--- src/rtl/fft_frame_ctrl_if.sv ---
// Frame-streaming bus between the frame controller and the FFT core.
// The controller owns start/data/valid/last. The FFT owns ready/done.
interface fft_frame_ctrl_if #(
  parameter int DATA_W = 16
) ();
  logic              fft_start;
  logic [DATA_W-1:0] fft_data;
  logic              fft_data_valid;
  logic              fft_last;
  logic              fft_ready;
  logic              fft_done;

  modport master (
    output fft_start, fft_data, fft_data_valid, fft_last,
    input  fft_ready, fft_done
  );

  modport slave (
    input  fft_start, fft_data, fft_data_valid, fft_last,
    output fft_ready, fft_done
  );
endinterface

--- src/rtl/fft_frame_ctrl.sv ---
// Ping-pong frame buffer between the FIR output and the FFT input.
// The write side fills one bank while the read FSM streams the other bank to the FFT.
module fft_frame_ctrl #(
  parameter int DATA_W    = 16,
  parameter int FRAME_LEN = 16
) (
  input  logic                     clk,
  input  logic                     reset,
  input  logic signed [DATA_W-1:0] sample_in,
  input  logic                     sample_valid,
  fft_frame_ctrl_if.master         fft,
  output logic [15:0]              frame_count,
  output logic                     overrun,
  output logic                     busy
);
  localparam int PTR_W = $clog2(FRAME_LEN);
  localparam logic [PTR_W-1:0] LAST_IDX = PTR_W'(FRAME_LEN - 1);

  typedef enum logic [1:0] {IDLE, START, STREAM, WAIT_DONE} state_e;

  state_e            state_q, state_d;
  logic [PTR_W-1:0]  wr_ptr_q, wr_ptr_d;
  logic [PTR_W-1:0]  rd_ptr_q, rd_ptr_d;
  logic              wr_bank_q, wr_bank_d;
  logic              rd_bank_q, rd_bank_d;
  logic [1:0]        full_q, full_d;
  logic              overrun_q, overrun_d;
  logic [15:0]       frame_count_q, frame_count_d;
  logic [DATA_W-1:0] data_q, data_d;
  logic              valid_q, valid_d;
  logic              last_q, last_d;
  logic              wr_en;
  logic              load_word;

  logic [DATA_W-1:0] bank_mem [2][FRAME_LEN];

  // NOTE: sample storage has no reset so it maps onto plain RAM; the full flags alone say what is valid.
  always_ff @(posedge clk) begin
    if (wr_en) bank_mem[wr_bank_q][wr_ptr_q] <= sample_in;
  end

  // NOTE: every variable gets a default before any branch, so no path leaves one unassigned (no latches).
  always_comb begin
    state_d       = state_q;
    wr_ptr_d      = wr_ptr_q;
    rd_ptr_d      = rd_ptr_q;
    wr_bank_d     = wr_bank_q;
    rd_bank_d     = rd_bank_q;
    full_d        = full_q;
    overrun_d     = overrun_q;
    frame_count_d = frame_count_q;
    data_d        = data_q;
    valid_d       = 1'b0;
    last_d        = 1'b0;
    wr_en         = 1'b0;
    load_word     = 1'b0;

    // Write side: a sample landing on a full bank is dropped and flagged.
    if (sample_valid) begin
      if (full_q[wr_bank_q]) begin
        overrun_d = 1'b1;
      end else begin
        wr_en    = 1'b1;
        wr_ptr_d = wr_ptr_q + 1'b1;
        if (wr_ptr_q == LAST_IDX) begin
          full_d[wr_bank_q] = 1'b1;
          wr_bank_d         = ~wr_bank_q;
        end
      end
    end

    unique case (state_q)
      IDLE: begin
        if (full_q[rd_bank_q] && fft.fft_ready) state_d = START;
      end
      START: begin
        load_word = 1'b1;
        state_d   = STREAM;
      end
      STREAM: begin
        if (last_q) begin
          // The writer never touches a full bank, so this clear and any set above hit different banks.
          full_d[rd_bank_q] = 1'b0;
          rd_bank_d         = ~rd_bank_q;
          state_d           = WAIT_DONE;
        end else begin
          load_word = 1'b1;
        end
      end
      WAIT_DONE: begin
        if (fft.fft_done) begin
          frame_count_d = frame_count_q + 16'd1;
          state_d       = IDLE;
        end
      end
      default: state_d = IDLE;
    endcase

    if (load_word) begin
      data_d   = bank_mem[rd_bank_q][rd_ptr_q];
      valid_d  = 1'b1;
      last_d   = (rd_ptr_q == LAST_IDX);
      rd_ptr_d = rd_ptr_q + 1'b1;
    end
  end

  // NOTE: state registers use non-blocking assignments so every flop samples pre-edge values.
  always_ff @(posedge clk or negedge reset) begin
    if (!reset) begin
      state_q       <= IDLE;
      wr_ptr_q      <= '0;
      rd_ptr_q      <= '0;
      wr_bank_q     <= 1'b0;
      rd_bank_q     <= 1'b0;
      full_q        <= '0;
      overrun_q     <= 1'b0;
      frame_count_q <= '0;
      data_q        <= '0;
      valid_q       <= 1'b0;
      last_q        <= 1'b0;
    end else begin
      state_q       <= state_d;
      wr_ptr_q      <= wr_ptr_d;
      rd_ptr_q      <= rd_ptr_d;
      wr_bank_q     <= wr_bank_d;
      rd_bank_q     <= rd_bank_d;
      full_q        <= full_d;
      overrun_q     <= overrun_d;
      frame_count_q <= frame_count_d;
      data_q        <= data_d;
      valid_q       <= valid_d;
      last_q        <= last_d;
    end
  end

  assign fft.fft_start      = (state_q == START);
  assign fft.fft_data       = data_q;
  assign fft.fft_data_valid = valid_q;
  assign fft.fft_last       = last_q;
  assign frame_count        = frame_count_q;
  assign overrun            = overrun_q;
  assign busy               = (state_q != IDLE);
endmodule

--- src/flat_wrapper.sv ---
// flat-port wrapper written by rule: the top's interface ports become plain ports
module fft_frame_ctrl_flat 
#(
  parameter int DATA_W    = 16,
  parameter int FRAME_LEN = 16
)
  (clk, reset, sample_in, sample_valid, frame_count, overrun, busy, fft_fft_start, fft_fft_data, fft_fft_data_valid, fft_fft_last, fft_fft_ready, fft_fft_done);
  fft_frame_ctrl_if #(.DATA_W(DATA_W)) fft_i ();
  input  logic clk;
  input  logic reset;
  input  logic signed [DATA_W-1:0] sample_in;
  input  logic sample_valid;
  output logic [15:0] frame_count;
  output logic overrun;
  output logic busy;
  output wire logic [$bits(fft_i.fft_start)-1:0] fft_fft_start;
  output wire logic [$bits(fft_i.fft_data)-1:0] fft_fft_data;
  output wire logic [$bits(fft_i.fft_data_valid)-1:0] fft_fft_data_valid;
  output wire logic [$bits(fft_i.fft_last)-1:0] fft_fft_last;
  input wire logic [$bits(fft_i.fft_ready)-1:0] fft_fft_ready;
  input wire logic [$bits(fft_i.fft_done)-1:0] fft_fft_done;
  assign fft_fft_start = fft_i.fft_start;
  assign fft_fft_data = fft_i.fft_data;
  assign fft_fft_data_valid = fft_i.fft_data_valid;
  assign fft_fft_last = fft_i.fft_last;
  assign fft_i.fft_ready = fft_fft_ready;
  assign fft_i.fft_done = fft_fft_done;
  fft_frame_ctrl #(.DATA_W(DATA_W), .FRAME_LEN(FRAME_LEN)) u_core (.clk(clk), .reset(reset), .sample_in(sample_in), .sample_valid(sample_valid), .fft(fft_i), .frame_count(frame_count), .overrun(overrun), .busy(busy));
endmodule
--- config.mk ---
export PLATFORM = sky130hd
export DESIGN_NAME = fft_frame_ctrl_flat
export DESIGN_NICKNAME = d
export VERILOG_FILES = /design/src/rtl/fft_frame_ctrl_if.sv /design/src/rtl/fft_frame_ctrl.sv /design/src/flat_wrapper.sv
export SDC_FILE = /design/constraint.sdc
export NUM_CORES = 1
export LEC_CHECK = 0
export CORE_ASPECT_RATIO = 0.6
export CORE_MARGIN = 2
export CORE_UTILIZATION = 60
export CTS_CLUSTER_DIAMETER = 50
export DETAILED_ROUTE_END_ITERATION = 10
export PLACE_DENSITY = 0.78
export SLEW_MARGIN = 20
export SYNTH_ARGS = -nofsm -noshare
export SYNTH_HDL_FRONTEND = slang
export SYNTH_SLANG_ARGS = --single-unit
--- constraint.sdc ---
create_clock -name clk -period 2.9 [get_ports clk]
set_input_delay 0.58 -clock clk [delete_from_list [all_inputs] [get_ports clk]]
set_output_delay 0.58 -clock clk [all_outputs]
set_load 0.03 [all_outputs]
Word level (Yosys, flattened, before mapping)
Memories as Yosys holds them, arrays and structs flattened.
Index checks and enable logic that the tools add are counted.
{"block": "op_classes", "n_addsub": 3, "order_cmp": 7, "eq_ne": 8, "muxes": 30, "bitwise": 8, "reduce_logical": 12}
{"op": "$mux 256", "n": 1}
{"op": "$bmux 16 s4", "n": 1}
{"op": "$demux 16 s4", "n": 1}
{"op": "$mux 16", "n": 3}
{"op": "$add 16x1->16 const B", "n": 1}
{"op": "$mux 2", "n": 8}
{"op": "$mux 1", "n": 12}
{"op": "$ge 5x5->1 const B", "n": 2}
{"op": "$not 4->5", "n": 2}
{"op": "$add 4x1->4 const B", "n": 2}
{"op": "$eq 4x4->1 const B", "n": 2}
{"op": "$pmux 2 s4", "n": 1}
{"op": "$reduce_and 2->1", "n": 4}
{"op": "$reduce_and 3->1", "n": 2}
{"op": "$lt 5x1->1 const B", "n": 1}
{"op": "$eq 2x2->1 const B", "n": 2}
{"op": "$logic_and 1x1->1", "n": 4}
{"op": "$lt 1x2->1 const B", "n": 2}
{"op": "$ne 2x1->1 const B", "n": 2}
{"op": "$not 1->1", "n": 3}
{"op": "$and 2x2->2", "n": 1}
{"op": "$demux 1 s1", "n": 2}
{"op": "$eq 2x1->1 const B", "n": 1}
{"op": "$ge 1x1->1 const B", "n": 2}
{"op": "other kinds (6)", "n": 6}
{"block": "word_totals", "reg_bits": 49, "ram_bits": 512, "in_bits": 21, "output_inout_bits": 37, "elab_cells": 80, "n_memories": 1}
{"name": "u_core.bank_mem", "words": 2, "word_bits": 256, "read_ports": 1, "rd_ports_with_merged_regs": 0, "write_ports": 1, "line_no": "fft_frame_ctrl.sv:35", "source": "logic [DATA_W-1:0] bank_mem [2][FRAME_LEN];"}

Depth between registers and ports, before layout
{"block": "logic_depth", "depth_word": 11, "depth_mapped": 8, "depth_no_buf": 7}

Least setup slack after synthesis
Ideal clock, no wire load.
{"block": "synth_timing", "path_type": "register to register", "from": "register u_core.wr_bank_q", "to": "memory u_core.bank_mem[1][128] (netlist bit), enable pin", "setup_time_ns": 0.388, "arrival_ns": 2.119, "required_time_ns": 2.512, "path_slack_ns": 0.393, "path_stages_with_launch": 7, "path_buffers": 2, "synth_period_minus_slack_ns": 2.507, "cell_sequence": "dfrtp_1 clkbuf_1 mux2i_1 and2_1 clkbuf_1 nand2_1 nor2_1"}
{"block": "synth_between", "elab_chain_cells": 6}
{"element": "start: declaration", "line_no": "fft_frame_ctrl.sv:24", "source": "logic wr_bank_q, wr_bank_d;"}
{"element": "start signal: assignment", "line_no": "fft_frame_ctrl.sv:125", "source": "wr_bank_q <= wr_bank_d;"}
{"element": "$mux 1 (implied by the code) (2 in a row)", "line_no": "fft_frame_ctrl.sv:60", "source": "if (full_q[wr_bank_q]) begin"}
{"element": "$mux 1", "line_no": "fft_frame_ctrl.sv:60"}
{"element": "$mux 1", "line_no": "fft_frame_ctrl.sv:59", "source": "if (sample_valid) begin"}
{"element": "$mux 1", "line_no": "fft_frame_ctrl.sv:39", "source": "if (wr_en) bank_mem[wr_bank_q][wr_ptr_q] <= sample_in;"}
{"element": "$mux 256 (implied by the code)", "line_no": "fft_frame_ctrl.sv:39"}
{"element": "end: declaration", "line_no": "fft_frame_ctrl.sv:35"}
Several ways; a longest one is shown, not always the timed one. The select of a mux whose other input is x is not followed.

Worst setup path in the final report
{"block": "layout_timing", "from": "register u_core.state_q[0]", "to": "output port busy"}
{"block": "layout_between", "elab_chain_cells": 1}
{"element": "start: declaration", "line_no": "fft_frame_ctrl.sv:21", "source": "state_e state_q, state_d;"}
{"element": "start signal: assignment", "line_no": "fft_frame_ctrl.sv:122", "source": "state_q <= state_d;"}
{"element": "$reduce_bool 2->1", "line_no": "fft_frame_ctrl.sv:142", "source": "assign busy = (state_q != IDLE);"}
{"element": "end: declaration", "line_no": "flat_wrapper.sv:15", "source": "output logic busy;"}
Every way passes these cells.

==> reports/summary.log <==
[worst_setup_path] maximum fanout count along the critical path 3
[clocking] Clk Tree Root Cell sky130_fd_sc_hd__clkbuf_16
[yosys] Mapped Area 22100 um2
[global_routing] first-pass GRT wire length 76000 um
[worst_setup_path] arrival time worst endpoint 1990 ps
[cells_and_area] fraction of final layout cells sized beyond drive strength 1 13.0%
[cells_and_area] synth-to-layout area growth 14.2%
[global_routing] antenna violations before repair 0
[placement] Port Buffers 57
[clocking] Worst-Skew Late Latency 590 ps
[timing] min Tclk post-route 2570 ps
[route] total iterations of the first detailed-routing run 6
[run] max cap viols 0
[worst_setup_path] cell count of the worst reg-to-reg path 4
[power_and_ir_drop] switching share of total power 31.3%
[cells_and_area] diode insertion count for antenna repair 0
[yosys] most frequently used flop master after synthesis sky130_fd_sc_hd__edfxtp_1
[worst_hold_path] type of the tightest min-delay check in2async
[global_routing] grt total ovfl 0
[status] outcome finished, final reports clean
[clocking] deepest clock path buffer count 3
[yosys] dominant cell type by area after synthesis sky130_fd_sc_hd__edfxtp_1
[yosys] number of synthesized flops with an enable pin 512
[global_routing] vias in the first global route 11.6k
[yosys] Avg Inst Size Synth 17.7 um2
[timing] max frequency 389 MHz
[power_and_ir_drop] total internal power 15000 uW
[worst_setup_path] Worst Setup End Kind primary output
[power_and_ir_drop] fraction of power consumed by combinational cells 25.3%
[power_and_ir_drop] worst ir drop on vdd 0.587 mV
[route] WL final 52200 um
[placement] final estimated routing congestion in global placement 0.957
[clocking] Num CTS Buffers 49
[floorplan] I/O pin total 58
[route] via/cell ratio 6.39
[global_routing] largest net degree at the start of global routing 65
[yosys] synthesis-stage register bit count 561
[yosys] number of cells produced by synthesis 1246
[floorplan] core outline area 36300 um2
[yosys] number of warnings printed during yosys synthesis 0
[cells_and_area] final instance count without filler cells 1895
[worst_setup_path] element type at the critical path start register
[floorplan] number of placement rows 54
[timing] Max-Slew Margin vs Limit 27.7%
[worst_setup_path] crit path kind reg2out
[timing] Pins Over Slew Limit 0
[yosys] total nets after synthesis 1277
[floorplan] die boundary height 153 um
[power_and_ir_drop] power density cells 864 nW/um2
[clocking] maximum level of the CTS H-tree 2
[timing] share of the clock period used by the worst path 88.7%
[floorplan] effective utilization at floorplan 60.8%
[cells_and_area] post-layout net count 1410
[power_and_ir_drop] part of the total power dissipated in sequential elements 45.2%
[route] routed length per placed instance 27.6 um
[global_routing] total global-route track usage 27.3%
[power_and_ir_drop] leakage power 0.0101 uW
[timing] final number of setup-violating endpoints 0
[yosys] count of distinct cell types in the synthesized netlist 44
[yosys] Synth area leaders sky130_fd_sc_hd__edfxtp_1 (70%), sky130_fd_sc_hd__mux2i_1 (12%), sky130_fd_sc_hd__dfrtp_1 (5.5%)
[route] antenna-violating nets left 0
[timing] Worst Max-Slew Pin Slew 1080 ps
[timing] number of hold violations in the final report 0
[placement] placed wire-length estimate after detailed placement 32900 um
[timing] clk_skew 30.7 ps
[route] final routed DRC violation total 0
[route] total number of vias 12.1k
[yosys] cell with the most instances after synthesis sky130_fd_sc_hd__edfxtp_1
[worst_setup_path] required time at the endpoint of the critical path 2320 ps
[timing] setup_tns 0 ps
[yosys] share of synthesized area occupied by flip-flops and latches 75.1%
[timing] unrepaired setup endpoints after global routing no
[floorplan] die extent in x 252 um
[power_and_ir_drop] clock share of power 29.5%
[placement] number of placed instances with taps included 1804
[clocking] cts repair resizes 0
[power_and_ir_drop] switching power of the nets 6830 uW
[floorplan] full die area 38400 um2
[yosys] Async SR Flop Fraction 8.73%
[yosys] top cell type's share of synthesized area 69.5%
[clocking] hold buffer count at CTS 0
[clocking] TritonCTS clock tree yes
[yosys] Post-synth top cells sky130_fd_sc_hd__edfxtp_1 (512), sky130_fd_sc_hd__mux2i_1 (257), sky130_fd_sc_hd__a22oi_1 (64)
[route] number of DRC violations after detailed-routing iteration 0 1777
[clocking] Sinks on Clock Net 561
[clocking] clock edge transition at the registers on the reported setup and hold paths 70 ps
[clocking] count of buffers added by post-CTS timing repair for setup 0
[layout make-up]
cell class / count / area (um2)
clock buffers: 65 / 1330
well taps: 476 / 596
fillers: 2276 / 11100
flip-flops and latches: 561 / 16600
clock inverters: 26 / 231
repair buffers: 154 / 1410
multi-input cells: 605 / 5050
inverters: 8 / 30.0
[power by group through the flow]
| stage | Combinational (uW) | Clock (uW) | Sequential, uW |
|---|---|---|---|
| global placement | 5230 | 0 | 10000 |
| finish | 5510 | 6440 | 9860 |
| floorplan | 2930 | 0 | 10100 |
| CTS | 5400 | 6480 | 9850 |
| global route | 5770 | 6780 | 9900 |
| detailed placement | 5360 | 0 | 10000 |
[routing by layer]
metal | vias to the layer above | wire length [um] | GRT usage, %
li1 | 5235 | - | -
met1 | 6118 | 22900 | 43.2
met2 | 653 | 22300 | 38.1
met3 | 103 | 5890 | 6.97
met4 | 0 | 1150 | 6.62
met5 | - | 0 | 0
[flip-flops by register name, indices dropped and copies added, names as in the netlist]
name,cells
u_core.bank_mem,512
u_core.fft.fft_data,16
u_core.frame_count,16
u_core.rd_ptr_q,4
u_core.wr_ptr_q,4
u_core.full_q,2
u_core.state_q,2
u_core.fft.fft_data_valid,1
u_core.fft.fft_last,1
u_core.overrun,1
u_core.rd_bank_q,1
u_core.wr_bank_q,1
[metrics by stage]
step                setup WS, ps  hold slack, ps  util, %  area (um2)  total power, uW
global route                 226            78.9     69.4       25200            22500
floorplan                    393             284        -       22100            13000
detailed placement           232             462     65.2       23700            15400
global placement             301             461     65.2       23700            15200
finish                       328            29.1     69.4       25200            21800
CTS                          301            35.0     69.4       25200            21700
[cell usage in the layout (no fill, tap or decap), types with 16 or more instances in the layout]
cell,count
sky130_fd_sc_hd__a21oi_1,34
sky130_fd_sc_hd__a221oi_1,32
sky130_fd_sc_hd__a22o_1,32
sky130_fd_sc_hd__a22oi_1,64
sky130_fd_sc_hd__buf_4,88
sky130_fd_sc_hd__clkbuf_16,51
sky130_fd_sc_hd__clkdlybuf4s50_1,56
sky130_fd_sc_hd__dfrtp_1,48
sky130_fd_sc_hd__edfxtp_1,512
sky130_fd_sc_hd__mux2i_1,257
sky130_fd_sc_hd__nand2_1,39
sky130_fd_sc_hd__nor2_1,39
sky130_fd_sc_hd__o22ai_1,16
sky130_fd_sc_hd__xnor2_1,19
[final timing paths]
kind | start | end | slack (ps)
setup reg to reg | u_core.rd_ptr_q[0] | u_core.fft.fft_data[1] | 330
setup / recovery | u_core.state_q[0] | busy | 330
max in group asynchronous | reset | u_core.full_q[0] | 2080
hold reg to reg | u_core.overrun | u_core.overrun | 470
hold / removal | reset | u_core.frame_count[11] | 30
min in group clk | u_core.overrun | u_core.overrun | 470
[cell families (layout without fill, tap and decap cells)]
kind of cell               Yosys count  after routing  share of synthesized area [%]
muxes                              260            260                           11.8
and+or+nand+nor                    111            111                           2.20
adders and majority gates           10             10                          0.566
AOI/OAI and AO/OA                  202            202                           7.22
DFF                                561            561                           75.1
buffers and inverters               80            253                           2.26
xor gates and xnor gates            22             22                          0.872
[worst max-delay path, stage by stage, from the launching register on]
cell	delay (ps)
sky130_fd_sc_hd__dfrtp_1	370
sky130_fd_sc_hd__inv_1	80
sky130_fd_sc_hd__ha_1	220
sky130_fd_sc_hd__inv_1	80
sky130_fd_sc_hd__clkdlybuf4s50_1	670
No activity file was read; power rests on OpenSTA's default activity.
